[config.mk]
export PLATFORM = sky130hd
export DESIGN_NAME = sum_mult_engine
export DESIGN_NICKNAME = d
export VERILOG_FILES = /design/src/rtl/sum_mult_engine.sv
export SDC_FILE = /design/constraint.sdc
export NUM_CORES = 1
export LEC_CHECK = 0
export ABC_CLOCK_PERIOD_IN_PS = 5250
export BUFFER_PORTS_ARGS = -buffer_cell sky130_fd_sc_hd__buf_2
export CAP_MARGIN = 20
export CORE_ASPECT_RATIO = 1.25
export CORE_UTILIZATION = 60
export DETAILED_ROUTE_END_ITERATION = 7
export PLACE_DENSITY = 0.88
export SYNTH_ARGS = -nofsm -noshare
export SYNTH_HDL_FRONTEND = slang
export SYNTH_SLANG_ARGS = --single-unit
[constraint.sdc]
create_clock -name clk -period 5.25 [get_ports clk]
set_input_delay 0.2625 -clock clk [delete_from_list [all_inputs] [get_ports clk]]
set_output_delay 0.2625 -clock clk [all_outputs]
set_load 0.005 [all_outputs]
[src/rtl/sum_mult_engine.sv]
// Sums every positive integer below n that is a multiple of a or b, with common
// multiples counted once, by merging two ascending multiple streams.
module sum_mult_engine #(
    parameter int N_W   = 16,
    parameter int ACC_W = 32,
    parameter int CNT_W = 16
) (
    input  logic             clk,
    input  logic             rst_n,
    input  logic             start,
    input  logic [N_W-1:0]   n,
    input  logic [N_W-1:0]   a,
    input  logic [N_W-1:0]   b,
    output logic             busy,
    output logic             done,
    output logic [ACC_W-1:0] result,
    output logic [CNT_W-1:0] terms,
    output logic             ovf
);

    typedef enum logic [1:0] {S_IDLE, S_LOAD, S_RUN, S_DONE} state_t;

    // The widened sum exposes every bit lost when a term wider than acc is added.
    localparam int SUM_W = ((ACC_W > N_W + 1) ? ACC_W : N_W + 1) + 1;

    state_t             state_q, state_d;
    logic [N_W-1:0]     n_q, n_d, a_q, a_d, b_q, b_d;
    logic [N_W:0]       ma_q, ma_d, mb_q, mb_d;
    logic [ACC_W-1:0]   acc_q, acc_d, result_q, result_d;
    logic [CNT_W-1:0]   cnt_q, cnt_d, terms_q, terms_d;
    logic               ovf_q, ovf_d;

    logic               live_a, live_b, take_a, take_b;
    logic [N_W:0]       term;
    logic [SUM_W-1:0]   acc_sum;
    logic [CNT_W:0]     cnt_sum;

    always_comb begin
        // NOTE: every always_comb output gets a default first so no path infers a latch.
        state_d  = state_q;
        n_d      = n_q;
        a_d      = a_q;
        b_d      = b_q;
        ma_d     = ma_q;
        mb_d     = mb_q;
        acc_d    = acc_q;
        cnt_d    = cnt_q;
        ovf_d    = ovf_q;
        result_d = result_q;
        terms_d  = terms_q;

        live_a  = (a_q != '0) && (ma_q < {1'b0, n_q});
        live_b  = (b_q != '0) && (mb_q < {1'b0, n_q});
        // Equal heads are taken from both streams at once, which removes the double count.
        take_a  = live_a && (!live_b || (ma_q <= mb_q));
        take_b  = live_b && (!live_a || (mb_q <= ma_q));
        term    = take_a ? ma_q : mb_q;
        acc_sum = SUM_W'(acc_q) + SUM_W'(term);
        cnt_sum = {1'b0, cnt_q} + (CNT_W + 1)'(1);

        case (state_q)
            S_IDLE: begin
                if (start) begin
                    n_d     = n;
                    a_d     = a;
                    b_d     = b;
                    state_d = S_LOAD;
                end
            end
            S_LOAD: begin
                ma_d    = {1'b0, a_q};
                mb_d    = {1'b0, b_q};
                acc_d   = '0;
                cnt_d   = '0;
                ovf_d   = 1'b0;
                state_d = S_RUN;
            end
            S_RUN: begin
                if (!live_a && !live_b) begin
                    result_d = acc_q;
                    terms_d  = cnt_q;
                    state_d  = S_DONE;
                end else begin
                    acc_d = acc_sum[ACC_W-1:0];
                    cnt_d = cnt_sum[CNT_W-1:0];
                    if ((|acc_sum[SUM_W-1:ACC_W]) || cnt_sum[CNT_W]) begin
                        ovf_d = 1'b1;
                    end
                    if (take_a) ma_d = ma_q + {1'b0, a_q};
                    if (take_b) mb_d = mb_q + {1'b0, b_q};
                end
            end
            S_DONE:  state_d = S_IDLE;
            default: state_d = S_IDLE;
        endcase
    end

    // NOTE: state is updated with non-blocking assignments only, and every register
    // (working regs included) is cleared by reset so an aborted run leaves nothing behind.
    always_ff @(posedge clk or negedge rst_n) begin
        if (!rst_n) begin
            state_q  <= S_IDLE;
            n_q      <= '0;
            a_q      <= '0;
            b_q      <= '0;
            ma_q     <= '0;
            mb_q     <= '0;
            acc_q    <= '0;
            cnt_q    <= '0;
            ovf_q    <= 1'b0;
            result_q <= '0;
            terms_q  <= '0;
        end else begin
            state_q  <= state_d;
            n_q      <= n_d;
            a_q      <= a_d;
            b_q      <= b_d;
            ma_q     <= ma_d;
            mb_q     <= mb_d;
            acc_q    <= acc_d;
            cnt_q    <= cnt_d;
            ovf_q    <= ovf_d;
            result_q <= result_d;
            terms_q  <= terms_d;
        end
    end

    assign busy   = (state_q == S_LOAD) || (state_q == S_RUN);
    assign done   = (state_q == S_DONE);
    assign result = result_q;
    assign terms  = terms_q;
    assign ovf    = ovf_q;

endmodule
# ---- After elaboration in Yosys (flattened, before gate mapping)
# Cells that the tools add are included.
dict set report classes {
  addsub 4
  magnitude_cmp 4
  n_eq_ne 9
  n_mux 17
  reduce_logical 22
}
# cell n
set op_table {}
lappend op_table {{17-bit two-way mux} 5}
lappend op_table {{17-bit one-hot mux with 2 select lines} 2}
lappend op_table {{32-bit one-hot mux with 2 select lines} 1}
lappend op_table {{17-bit by 16-bit adder with 17-bit output} 2}
lappend op_table {{17-bit <= comparator} 2}
lappend op_table {{17-bit by 16-bit < comparator with 1-bit output} 2}
lappend op_table {{32-bit by 17-bit adder with 33-bit output} 1}
lappend op_table {{32-bit two-way mux} 1}
lappend op_table {{16-bit one-hot mux with 2 select lines} 1}
lappend op_table {{16-bit nonzero test} 2}
lappend op_table {{16-bit by 1-bit adder with 17-bit output, second input constant} 1}
lappend op_table {{16-bit two-way mux} 1}
lappend op_table {{2-bit != test, second input constant} 6}
lappend op_table {{3-bit AND reduction} 3}
lappend op_table {{2-bit one-hot mux with 4 select lines} 1}
lappend op_table {{2-bit AND reduction} 4}
lappend op_table {{1-bit logical AND} 5}
lappend op_table {{2-bit == test, second input constant} 2}
lappend op_table {{1-bit logical OR} 4}
lappend op_table {{2-bit two-way mux} 2}
lappend op_table {{2-bit by 1-bit == test with 1-bit output, second input constant} 1}
lappend op_table {{1-bit logical NOT} 2}
lappend op_table {{2-bit logical NOT} 1}
lappend op_table {{1-bit two-way mux} 2}
lappend op_table {{2 further kinds} 2}
dict set report word_totals {
  ff_bits 181
  input_bits 51
  out_inout_bits 51
}

# ---- Logic depth before layout (Yosys ltp)
dict set report logic_depth {
  word_depth 11
  mapped_depth 21
  depth_no_buf 20
}

# ---- Least setup slack after synthesis
# Ideal clock, no wire load.
dict set report synth_timing {
  kind {reg2reg}
  start {register ma_q[3]}
  end {register acc_q[24]}
  setup_ns 0.079
  arrival_time_ns 4.400
  required_ns 5.171
  setup_slack_ns 0.771
  stages_incl_launch_ff 22
  path_buffers 1
  period_less_slack_ns 4.479
  cell_sequence {dfrtp_1 > inv_1 > ha_1 > and3_1 > o311a_1 > a211oi_1 > a21o_1 > nand2_1 > o21ai_2 > mux2_2 > ha_1 > inv_1 > fa_1 > nand3b_1 > a21oi_2 > nor3_2 > o31ai_4 > a221oi_2 > a311o_1 > buf_2 > or3_1 > a21oi_1}
}
dict set report synth_via {
  elab_chain_cells 7
  word_cells_on_any_way 13
}
# item line_no
set synth_rtl {}
lappend synth_rtl {{start: declaration} 28} ;# logic [N_W:0] ma_q, ma_d, mb_q, mb_d;
lappend synth_rtl {{start signal: assignment} 118} ;# ma_q <= ma_d;
lappend synth_rtl {{17-bit by 16-bit < comparator with 1-bit output / 17-bit <= comparator (equally long branches)} {52, 55}}
lappend synth_rtl {{1-bit logical AND / 1-bit logical OR (equally long branches)} {52, 55}}
lappend synth_rtl {{1-bit logical AND} 55} ;# take_a = live_a && (!live_b || (ma_q <= mb_q));
lappend synth_rtl {{17-bit two-way mux} 57} ;# term = take_a ? ma_q : mb_q;
lappend synth_rtl {{32-bit by 17-bit adder with 33-bit output} 58} ;# acc_sum = SUM_W'(acc_q) + SUM_W'(term);
lappend synth_rtl {{32-bit two-way mux} 79} ;# if (!live_a && !live_b) begin
lappend synth_rtl {{32-bit one-hot mux with 2 select lines} 61} ;# case (state_q)
lappend synth_rtl {{end signal: assignment} 108} ;# acc_q <= '0;
lappend synth_rtl {{end signal: assignment} 120} ;# acc_q <= acc_d;
lappend synth_rtl {{end: declaration} 29} ;# logic [ACC_W-1:0] acc_q, acc_d, result_q, result_d;
# Parallel ways exist; a longest one is shown, timed or not. The select of a mux whose other input is x is not followed.
# A chain may end at the register's enable or synchronous reset.

# ---- Worst setup path after layout
dict set report layout_timing {
  start {register ma_q[3]}
  end {register acc_q[28]}
}
# The elaborated chain is that of the path after synthesis.

==> metrics <==
outcome completed; clk slew on worst S/H paths 0.07 ns; final net count 1352; WS Path Type reg -> reg; Synthesis Warnings 0; Total GRT Usage 28.41%; initial antenna violation count 0; DP HPWL 19520 um; EDFF count, synth 0; reg2reg start ma_q[3]; synth unique cells 80; total gr overflow 0; share of the synthesized area in the top cell type 40.25%; Antenna Nets Post-Route 0; CP Cell Sequence inv_1, ha_1, and3_1, o311a_1, a211oi_1, a21o_1, nand2_1, o21ai_2, buf_6, nand2_1, o21a_1, fa_1, nand3b_1, a21oi_2, nor3_2, o31ai_4, a221oi_2, a311o_1, or3_1, a21oi_1; CTS tree built; Clk Latency, worst-skew pair 0.45 ns; Post-Synthesis Cell Area 0.01125 sq mm; CTS root buf clkbuf_16; total negative slack 0 ns; Async SR Flop Fraction 100.0%; global-route wire length before repair 43990 um; Synth area leader dfrtp_1; slew margin rel. 40.66%; CP Launch Type register; I/O Pins 102; fin crit share 94.60%; CTS buffer count 17; CTS max path bufs 2; Die Wd 124.5 um; synthesized instance count 1097; H-Tree Level Count 4; Synth Register Bits 181; endpoints failing setup 0; dominant synthesized flop cell dfrtp_1; min Tclk post-route 4.967 ns; Max FO, Critical Path 35; worst r2r dst acc_q[28]; Initial Util 61.71%; final hold vios 0; Sink Count 181; row count 55; worst setup path endpoint acc_q[28]; vias in the first global route 8973; fill count 1340; most used cell, CP nand2_1; Placer Congestion 0.9504; Antenna Cells 0; Synthesized Nets 1254; CP Launch Point ma_q[3]; first-pass iteration count of the detailed router 5; sequential area share after synthesis 40.25%; r2r setup slk 0.28 ns; largest cells by area after synthesis dfrtp_1 (40%), ha_1 (11%), mux2_2 (9.4%); core area 0.01824 sq mm; Crit. End Element register; worst reg2reg path depth 20; commonest non-fill, non-tap cell in the layout dfrtp_1; Syn Area/Cell 10.26 sq um; Die Area 0.01931 sq mm; Req. time, crit path 5.61 ns; Routed WL 26730 um; Worst-Margin Slew 0.8902 ns; pin count of the biggest net entering global routing 84; Hold Path Class in -> reg; layout cells sized above 1 22.27%; 1st-iter DRT viols 652; CP max-delay cell a311o_1; max_cap viols 0; RSZ-0062 raised after global routing no; Peak Freq 0.2013 GHz; die height 155.1 um; skew final 0.01379 ns; Pins Over Slew Limit 0; P&R area growth vs syn 12.29%; commonest non-fill, non-tap cells in the layout dfrtp_1 (181), ha_1 (102), buf_2 (100); drt wl/cell 18.61 um; detailed-route via count 9058; Post-route DRC 0; DR vias/cell 6.308; port bufs 101; Largest stage delay, worst path 0.48 ns; critical path arrival 5.32 ns
layout make-up:
type                       count  area [sq um]  area share (%)
multi-input combinational    827          6365           50.37
sequential                   181          4529           35.85
timing repair buffer         115         655.6           5.189
clock buffer                  19         442.9           3.505
tap                          228         285.3           2.258
inverter                      53         198.9           1.574
clock inverter                13         158.9           1.258
logic make-up after synthesis:
| logic type | Yosys count | share of synthesized area [%] |
|---|---|---|
| AOI/OAI and AO/OA | 277 | 16.73 |
| xor gates and xnor gates | 30 | 2.335 |
| adders and majority gates | 106 | 11.99 |
| buffers and inverters | 89 | 3.235 |
| DFF | 181 | 40.25 |
| muxes | 129 | 12.54 |
| and+or+nand+nor | 285 | 12.92 |
synth_stat cells (3+ instances only):
library cell / instances
and3_1: 11
o21ai_0: 59
a31oi_1: 8
a31o_2: 5
o21ai_1: 3
fa_1: 3
clkbuf_1: 20
nand2b_1: 8
xnor2_1: 23
nor2b_1: 8
inv_1: 51
mux2i_1: 33
o31a_1: 3
o31ai_1: 17
nor4_1: 8
o221ai_1: 6
a21o_1: 31
a211oi_1: 10
a21oi_1: 72
nor2_1: 42
or2_2: 6
buf_2: 11
nand3_1: 24
nor3_1: 20
nand2_1: 96
and2_1: 6
ha_1: 103
nand4_1: 10
o21a_1: 15
xor2_1: 7
mux2_2: 94
a311oi_1: 3
o211ai_1: 4
nand3b_1: 9
or3_1: 9
a221oi_1: 3
dfrtp_1: 181
and4_1: 7
or4_1: 11
through the flow:
stage | worst slack (ns) | utilization, % | hold slack, ns | cell area (sq um) | instances
2_1_floorplan | 0.7710 | - | -0.03309 | 11250 | 1097
3_3_place_gp | 0.4761 | 65.61 | 0.3577 | 11970 | 1400
3_5_place_dp | 0.3160 | 65.61 | 0.3501 | 11970 | 1400
4_1_cts | 0.2630 | 68.97 | 0.03271 | 12580 | 1433
5_1_grt | 0.009681 | 69.29 | 0.04074 | 12640 | 1436
6_report | 0.2833 | 69.29 | 0.04264 | 12640 | 1436
what timing repair did:
| item | in CTS | in global routing |
|---|---|---|
| hold endpoints to repair | 81 | 0 |
| gates resized for setup | 0 | 1 |
| setup buffers | 0 | 1 |
| setup endpoints to repair | 0 | 6 |
| hold buffers | 1 | 0 |
metal layers:
metal  GRT usage (%)  wire [um]
met5               0          0
met4           14.86       1102
met3           5.433       1294
met2           48.86      13330
met1           33.82      11000
worst max-delay path: cells and delay by family, from the launching register on:
family	cells	cell delay, ns
buffers and inverters	2	0.35
and+or+nand+nor	6	1.01
AOI/OAI and AO/OA	10	2.40
adders and majority gates	2	0.73
DFF	1	0.38
worst min-delay path by stage:
stage | start | to | slack (ns) | depth (start not counted)
2_1_floorplan | rst_n | a_q[0] | -0.03 | 0
6_report | n[12] | n_q[12] | 0.04 | 2
3_3_place_gp | rst_n | result[12] | 0.36 | 1
5_1_grt | b[1] | b_q[1] | 0.04 | 2
4_1_cts | n[15] | n_q[15] | 0.03 | 2
3_5_place_dp | rst_n | result[12] | 0.35 | 1
state kept, by name, indices dropped and copies added, names as in the netlist:
signal,flops
acc_q,32
result,32
terms,16
n_q,16
a_q,16
cnt_q,16
mb_q,17
state_q,2
ma_q,17
ovf,1
b_q,16
Power is left out: the tool's default activity adds up to more than one toggle a clock period on the data nets, which glitch-free logic cannot reach.
